File: src/rtl/sprite_pixel_packer.sv
// Streams 24-bit pixels into an SRAM as RGB565 words, one handshake per write burst.
// Optional macro RGB565_ROUND_EN selects round-to-nearest with saturation instead of truncation.
module sprite_pixel_packer #(
  parameter int ADDR_W      = 20,
  parameter int PIXEL_COUNT = 76800,
  parameter int WR_CYCLES   = 2
) (
  input  logic              Clk,
  input  logic              Reset,
  input  logic              start,
  input  logic [ADDR_W-1:0] base_addr,
  input  logic              in_valid,
  output logic              in_ready,
  input  logic [7:0]        in_R,
  input  logic [7:0]        in_G,
  input  logic [7:0]        in_B,
  output logic [ADDR_W-1:0] sram_addr,
  output logic [15:0]       sram_wdata,
  output logic              sram_we,
  output logic              busy,
  output logic              done
);

  localparam int CNT_W = (PIXEL_COUNT > 1) ? $clog2(PIXEL_COUNT) : 1;

  typedef enum logic [1:0] {IDLE, ACCEPT, WRITE, DONE} state_e;

  state_e            state_q, state_d;
  logic [CNT_W-1:0]  count_q, count_d;
  logic [ADDR_W-1:0] base_q, base_d;
  logic [ADDR_W-1:0] addr_q, addr_d;
  logic [15:0]       wdata_q, wdata_d;
  logic [3:0]        wcnt_q, wcnt_d;
  logic [15:0]       packed_px;
  logic              last_wr, last_px;

`ifdef RGB565_ROUND_EN
  logic [8:0] r_sum, g_sum, b_sum;

  // Bit 8 of each sum flags the one rounding result that overflows the field.
  assign r_sum = {1'b0, in_R} + 9'd4;
  assign g_sum = {1'b0, in_G} + 9'd2;
  assign b_sum = {1'b0, in_B} + 9'd4;
  assign packed_px = {r_sum[8] ? 5'd31 : r_sum[7:3],
                      g_sum[8] ? 6'd63 : g_sum[7:2],
                      b_sum[8] ? 5'd31 : b_sum[7:3]};
`else
  logic unused_low_bits;

  assign packed_px       = {in_R[7:3], in_G[7:2], in_B[7:3]};
  assign unused_low_bits = ^{in_R[2:0], in_G[1:0], in_B[2:0]};
`endif

  assign last_wr = (wcnt_q == 4'(WR_CYCLES - 1));
  assign last_px = (count_q == CNT_W'(PIXEL_COUNT - 1));

  // NOTE: sequential state uses non-blocking assignments so every register samples pre-edge values.
  always_ff @(posedge Clk) begin
    if (Reset) begin
      state_q <= IDLE;
      count_q <= '0;
      base_q  <= '0;
      addr_q  <= '0;
      wdata_q <= '0;
      wcnt_q  <= '0;
    end else begin
      state_q <= state_d;
      count_q <= count_d;
      base_q  <= base_d;
      addr_q  <= addr_d;
      wdata_q <= wdata_d;
      wcnt_q  <= wcnt_d;
    end
  end

  // NOTE: every signal driven here gets a hold default first, so no latch can be inferred.
  always_comb begin
    state_d = state_q;
    count_d = count_q;
    base_d  = base_q;
    addr_d  = addr_q;
    wdata_d = wdata_q;
    wcnt_d  = wcnt_q;
    unique case (state_q)
      IDLE: begin
        if (start) begin
          base_d  = base_addr;
          count_d = '0;
          state_d = ACCEPT;
        end
      end
      ACCEPT: begin
        if (in_valid) begin
          addr_d  = base_q + ADDR_W'(count_q);
          wdata_d = packed_px;
          wcnt_d  = '0;
          state_d = WRITE;
        end
      end
      WRITE: begin
        if (last_wr) begin
          if (last_px) begin
            state_d = DONE;
          end else begin
            count_d = count_q + CNT_W'(1);
            state_d = ACCEPT;
          end
        end else begin
          wcnt_d = wcnt_q + 4'd1;
        end
      end
      DONE: state_d = IDLE;
      default: state_d = IDLE;
    endcase
  end

  always_comb begin
    in_ready   = (state_q == ACCEPT);
    sram_we    = (state_q == WRITE);
    busy       = (state_q != IDLE);
    done       = (state_q == DONE);
    sram_addr  = addr_q;
    sram_wdata = wdata_q;
  end

endmodule

File: config.mk
export PLATFORM = sky130hd
export DESIGN_NAME = sprite_pixel_packer
export DESIGN_NICKNAME = d
export VERILOG_FILES = /design/src/rtl/sprite_pixel_packer.sv
export SDC_FILE = /design/constraint.sdc
export NUM_CORES = 1
export LEC_CHECK = 0
export ABC_AREA = 1
export CAP_MARGIN = 20
export CORE_AREA = 2 2 101 103
export DETAILED_ROUTE_END_ITERATION = 12
export DIE_AREA = 0 0 103 105
export PLACE_DENSITY = 0.72
export SYNTH_ARGS = -nofsm -noshare
export SYNTH_HDL_FRONTEND = slang
export SYNTH_SLANG_ARGS = --single-unit
File: constraint.sdc
create_clock -name Clk -period 2.1 [get_ports Clk]
set_input_delay 0.42 -clock Clk [delete_from_list [all_inputs] [get_ports Clk]]
set_output_delay 0.42 -clock Clk [all_outputs]
set_load 0.02 [all_outputs]
* After elaboration in Yosys (flattened, before gate mapping)
Cells that the tools add are included.
** Storage, ports and cells
- Register bits after elaboration :: 79
- Input bits :: 48
** Operators by class
- Add/sub/neg operators :: 3
- Equality and inequality tests :: 10
- Multiplexer cells :: 12
- Reductions and logical operators :: 9
** Operators by type and width (number)
- $mux 17 :: 3
- $pmux 17 s2 :: 1
- $add 20x17->20 :: 1
- $add 17x1->17 const B :: 1
- $eq 17x17->1 const B :: 1
- $mux 2 :: 4
- $mux 4 :: 2
- $ne 2x2->1 const B :: 4
- $pmux 2 s4 :: 1
- $pmux 4 s2 :: 1
- $reduce_and 3->1 :: 2
- $reduce_bool 2->1 :: 3
- $add 4x1->4 const B :: 1
- $eq 2x2->1 const B :: 2
- $eq 4x1->1 const B :: 1
- $reduce_and 2->1 :: 2
- $reduce_and 4->1 :: 1
- $eq 2x1->1 const B :: 1
- $logic_not 2->1 :: 1
- $ne 2x1->1 const B :: 1

* Longest topological paths before layout
Gate-level depths: netlist of the first run.
- Depth after elaboration :: 4
- Depth in mapped cells :: 13

* Worst setup path before layout of the first run
OpenSTA, ideal clock, no wires.
- Path kind :: register -> register
- Start :: reg count_q[0]
- End :: reg addr_q[16] (netlist: sram_addr[16])
- Data arrival time :: 1.593 ns
- Data required time :: 1.991 ns
- Setup slack :: 0.398 ns
- Cell stages (with the launch flop) :: 13
- Clock period less this slack :: 1.702 ns
- Cells stage by stage :: dfxtp_1 ha_1 fa_1 nand3_1 nand3_1 nand2_1 nand2_1 nand2_1 nand2_1 nand2_1 nand3_1 nand2_1 inv_1
** Between the ends
- Longest elaborated chain between the ends :: 1
** Ends and longest elaborated chain
- start: declaration :: RTL line 29 : logic [CNT_W-1:0] count_q, count_d;
- start signal: assignment :: RTL line 68 : count_q <= count_d;
- $add 20x17->20 :: RTL line 94 : addr_d = base_q + ADDR_W'(count_q);
- end signal: assignment :: RTL line 70 : addr_q <= addr_d;
- end: declaration :: RTL line 31 : logic [ADDR_W-1:0] addr_q, addr_d;
Every way passes these cells.
A chain may end at the register's enable or synchronous reset.

* Worst setup path in the final report of the first run
- Start :: reg state_q[0]
- End :: out busy
** Between the ends
- Longest elaborated chain between the ends :: 1
** Ends and longest elaborated chain
- start: declaration :: RTL line 28 : state_e state_q, state_d;
- start signal: assignment :: RTL line 67 : state_q <= state_d;
- $reduce_bool 2->1 :: RTL line 120 : busy = (state_q != IDLE);
- end: declaration :: RTL line 20 : output logic busy,
Every way passes these cells.

==> reports/results.txt, run 1 <==
status -> finished clean
largest net degree at the start of global routing -> 52
Chip Height -> 105 um
maximum clock frequency -> 495 MHz
HPWL Detailed -> 8380 um
core area -> 9640 um^2
Seq/Total Area, Yosys -> 0.352
pwr/cell area -> 889 nW/um^2
IO Count -> 88
Slew @ Worst Pin -> 562 ps
CP peak stage delay -> 620 ps
Yosys top cell by area -> dfxtp_1
routed wire length -> 11,300 um
Setup TNS Final -> 0 ps
count leader, synth -> nand2_1
Setup-failing EPs final -> 0
drt wl/cell -> 12.8 um
first-pass GRT wire length -> 18,900 um
Worst setup SP type -> flop
Overflow after GRT -> 0
crit-path max FO -> 4
minimum clock period -> 2020 ps
Critical-path top delay cell -> clkdlybuf4s50_1
worst vdd ir -> 407 uV
root cell of the clock tree -> clkbuf_8
initial core utilization -> 0.467
Worst-path clk slew -> 90 ps
die area -> 10,800 um^2
synth top area cells -> dfxtp_1 (35%), nand2_1 (16%), a21oi_1 (7.9%), nand3_1 (7.2%), inv_1 (6.3%)
Vias/cell -> 5.08
vias in the first global route -> 4,264
final hold violations -> 0
# rows -> 36
yosys warns -> 0
Area Overhead vs Synth -> 25.4%
post-synthesis average cell area -> 6.70 um^2
post-synthesis cell type count -> 35
asr flop ratio synth -> 0
Post-CTS Setup Inserts -> 0
post-layout total power -> 0.00501 W
antenna violations before repair -> 0
post-route ant nets -> 0
arrival time of the worst setup path -> 1600 ps
Post-route DRC -> 0
CTS buffer count -> 9
syn_nets -> 741
htree depth -> 3
fin. max-slew vios -> 0
drt initial violations -> 168
GRT Overall Usage -> 0.215
worst skew pair latency -> 360 ps
Antenna Cells -> 0
RSZ-0062 raised after global routing -> no
First-pass DRT Iterations -> 6
final worst clock skew -> 14.7 ps
reg2reg start -> count_q[0]
Buffers on Ports -> 79
period utilisation layout -> 0.961
Min-Delay Path Class -> in2reg
number of synthesized register bits -> 79
hold path start -> Reset
leakage power -> 2.45 nW
# nets final -> 818
Slew HR -> 0.625
ys flop type -> dfxtp_1
Sink Count -> 79
crit end category -> output pin
Syn Inst Count -> 672
CP Cell Sequence -> inv_2 -> nand2_2 -> clkdlybuf4s50_1
CP startpoint -> state_q[0]
Die Width -> 103 um
CTS tree -> yes
layout cells sized above 1 -> 0.0598
via count -> 4,499
EDFF count, synth -> 0
CP Class -> reg2out
Worst EP required -> 1680 ps
Post-synth top cells -> nand2_1 (195), dfxtp_1 (79), inv_1 (75)
GP Congestion -> 0.845
Synth top area share -> 0.352
Post-Syn Area -> 4500 um^2
max cap viols -> 0
Clock Path Buffers -> 2
## area by class of cell
| cell class | count | area (um^2) |
|---|---|---|
| clock buffer | 9 | 124 |
| clock inverter | 6 | 86.3 |
| fill | 941 | 4000 |
| inverter | 78 | 293 |
| multi-input combinational | 491 | 2490 |
| sequential | 79 | 1580 |
| tap | 133 | 166 |
| timing repair buffer | 90 | 898 |
## stage by stage
stage                      util  setup WS [ps]  hold WS, ps  std cells  cell area (um^2)
after global placement    0.563            215          452        871              5430
after floorplan               -            398          445        672              4500
after detailed placement  0.563            203          457        871              5430
final                     0.585           81.7          415        886              5640
after CTS                 0.585           20.2          412        886              5640
after global routing      0.585           11.0          433        886              5640
## cell families (layout without fill, tap and decap cells)
logic type	Yosys count	count (layout)	share of synthesized area
adders and majority gates	21	21	0.0601
AOI/OAI and AO/OA	114	114	0.141
DFF	79	79	0.352
and+or+nand+nor	341	341	0.324
xor gates and xnor gates	15	15	0.0292
buffers and inverters	102	183	0.0945
## placed cells by master, fill, tap and decap left out, types with 4 or more instances in the layout
master           synthesis  layout
nand2_2                  5       5
buf_4                    3       9
and2_1                   4       4
nand4_1                  6       6
dfxtp_1                 79      79
o21a_1                  10      10
nor2_1                  51      51
a21oi_1                 71      71
xor2_1                  12      12
ha_1                    20      20
inv_1                   75      75
o21ai_0                 19      19
nand2_1                195     195
nand3_1                 65      65
nor3_1                   7       7
o21bai_1                 7       7
clkdlybuf4s50_1          0      76
clkbuf_8                 0       9
## power by group
part	internal [W]	switching, W
registers	0.00172	0.000154
clock network	0.000661	0.000580
logic	0.000773	0.00113
total	0.00315	0.00186
## state kept, by name, indices dropped and copies added, names as in the netlist
signal / flops
wcnt_q: 4
sram_wdata: 16
base_q: 20
count_q: 17
sram_addr: 20
state_q: 2
## path summary, 6_finish.rpt
path         depth (start not counted)  slack, ps            end
max                                  3         80           busy
min                                  3        410      wcnt_q[1]
max reg2reg                         12        170  sram_addr[16]
min reg2reg                          2        470   sram_addr[1]
## critical path, delay by kind of cell (launching register included)
kind | cells | cell delay [ps]
buf+inv | 2 | 720
flops | 1 | 410
simple gates | 1 | 100
## metal layers
| layer | vias to the layer above | part of all wire | GRT usage |
|---|---|---|---|
| met1 | 2033 | 0.46 | 0.265 |
| met3 | 26 | 0.057 | 0.0381 |
| met4 | 0 | 0.024 | 0.0846 |
| met5 | - | 0 | 0 |
| met2 | 123 | 0.45 | 0.366 |
| li1 | 2317 | - | - |
## repair_timing
item,in CTS,in global routing
resized for setup,0,2
endpoints found under the setup margin,0,2
hold buffers,0,0
Power figures use the tool's default switching activity.
==> run 2: changes to the inputs <==
--- a/config.mk
+++ b/config.mk
@@ -10,7 +10,9 @@
 export CORE_AREA = 2 2 101 103
 export DETAILED_ROUTE_END_ITERATION = 12
 export DIE_AREA = 0 0 103 105
-export PLACE_DENSITY = 0.72
+export DONT_BUFFER_PORTS = 1
+export HOLD_SLACK_MARGIN = 0.1
+export PLACE_DENSITY = 0.6
 export SYNTH_ARGS = -nofsm -noshare
 export SYNTH_HDL_FRONTEND = slang
 export SYNTH_SLANG_ARGS = --single-unit
==> run 2 against run 1 <==
Non-clock buffer count is 79 lower. Maximum frequency up 5.6%. Sequential cell count is the same. Cell area shrank 14%. Via count decreased by 8.5%. Register-to-register slack better by 20 ps. Hold slack got worse by 290 ps. Final cell count decreased by 8.8%. Utilization fell by 8.1 points. Highest routed layer unchanged.
==> reports/results.txt, run 2 (synthesis results as in run 1) <==
status -> finished clean
CTS buffer count -> 9
root cell of the clock tree -> clkbuf_8
most frequent cells in the layout -> nand2_1 (195), dfxtp_1 (78), inv_1 (75), a21oi_1 (71), nand3_1 (65)
Sink Count -> 79
Chip Height -> 105 um
Worst-path clk slew -> 90 ps
worst vdd ir -> 428 uV
pwr/cell area -> 974 nW/um^2
GRT Overall Usage -> 0.207
reg-to-reg endpoint -> sram_addr[12]
core area -> 9640 um^2
initial core utilization -> 0.467
Die Width -> 103 um
Slew @ Worst Pin -> 463 ps
leakage power -> 2.14 nW
reg2reg start -> count_q[0]
final worst clock skew -> 8.97 ps
Min-Delay Path Class -> in2reg
die area -> 10,800 um^2
fin. max-slew vios -> 0
minimum clock period -> 1910 ps
Buffers on Ports -> 0
Setup-failing EPs final -> 0
Antenna Cells -> 0
antenna violations before repair -> 0
Overflow after GRT -> 0
routed wire length -> 10,700 um
Area Overhead vs Synth -> 8.12%
CP endpoint -> sram_addr[12]
Multi-input gate area -> 2490 um^2
Vias/cell -> 5.10
IO Count -> 88
GP Congestion -> 0.907
hold slack -> 120 ps
RSZ-0062 raised after global routing -> no
Clock Path Buffers -> 2
via count -> 4,118
Slew HR -> 0.689
Setup TNS Final -> 0 ps
placed cell area -> 4620 um^2
crit-path max FO -> 4
Finished Cell Area -> 4860 um^2
First-pass DRT Iterations -> 4
Worst setup SP type -> flop
# rows -> 36
Register-to-Register Path Depth -> 12
htree depth -> 3
# nets final -> 739
drt wl/cell -> 13.3 um
fin cells -> 808
crit end category -> flop
worst skew pair latency -> 350 ps
CP startpoint -> count_q[0]
largest net degree at the start of global routing -> 53
final hold violations -> 0
arrival time of the worst setup path -> 2170 ps
CP Class -> reg2reg
FF+latch area -> 1580 um^2
drt initial violations -> 109
maximum clock frequency -> 523 MHz
# fillers -> 1,034
CTS tree -> yes
Post-CTS Setup Inserts -> 0
first-pass GRT wire length -> 18,100 um
FF-to-FF setup slack -> 190 ps
layout cells sized above 1 -> 0.0696
vias in the first global route -> 3,903
post-route ant nets -> 0
dpl cells -> 792
Post-route DRC -> 0
commonest non-fill, non-tap cell in the layout -> nand2_1
Worst EP required -> 2360 ps
Finished Core Util -> 0.505
max cap viols -> 0
period utilisation layout -> 0.910
HPWL Detailed -> 7990 um
==> run 2: worst min-delay path by stage <==
stage               start             to  slack (ps)  cells after the start
2_1_floorplan  base_q[19]     base_q[19]         440                      2
6_report            Reset  sram_wdata[1]         120                      1
3_3_place_gp    base_q[7]      base_q[7]         450                      2
4_1_cts             Reset    count_q[12]         110                      1
3_5_place_dp    base_q[7]      base_q[7]         450                      2
5_1_grt             Reset  sram_wdata[8]         110                      1
==> run 2: stage by stage <==
| step | setup WS (ps) | power (W) |
|---|---|---|
| 6_report | 189 | 0.00474 |
| 5_1_grt | 1.66 | 0.00504 |
| 4_1_cts | 136 | 0.00477 |
| 3_5_place_dp | 175 | 0.00339 |
| 3_3_place_gp | 206 | 0.00336 |
| 2_1_floorplan | 398 | 0.00313 |
==> run 2: cell type report <==
type / instances / area share
clock buffers: 9 / 0.0255
clock inverters: 7 / 0.0249
inverters: 78 / 0.0602
multi-input cells: 491 / 0.513
flip-flops and latches: 79 / 0.325
well taps: 133 / 0.0342
repair buffers: 11 / 0.0170
==> run 2: worst max-delay path, cell delays in order (launching register included) <==
cell and delay [ps]:
dfxtp_2 360, ha_1 240, fa_2 390, nand3_1 90
nand3_1 110, nand2_1 110, nand2_1 120, nand2_1 120
nand2_1 60, nand2_1 50, nand3_1 90, nand2_1 70
inv_1 30
==> run 2: power by group <==
| part | internal, W | switching [W] |
|---|---|---|
| clock network | 0.000794 | 0.000588 |
| logic | 0.000435 | 0.000880 |
| registers | 0.00172 | 0.000315 |
==> run 2: metal layers <==
metal,share of wire,track usage
met5,0,0
met4,0.015,0.0648
met3,0.063,0.0355
met2,0.45,0.344
met1,0.47,0.271
==> run 2: what timing repair did <==
item	CTS	global route
hold buffers	0	0
setup endpoints to repair	0	2
gates resized for setup	0	2
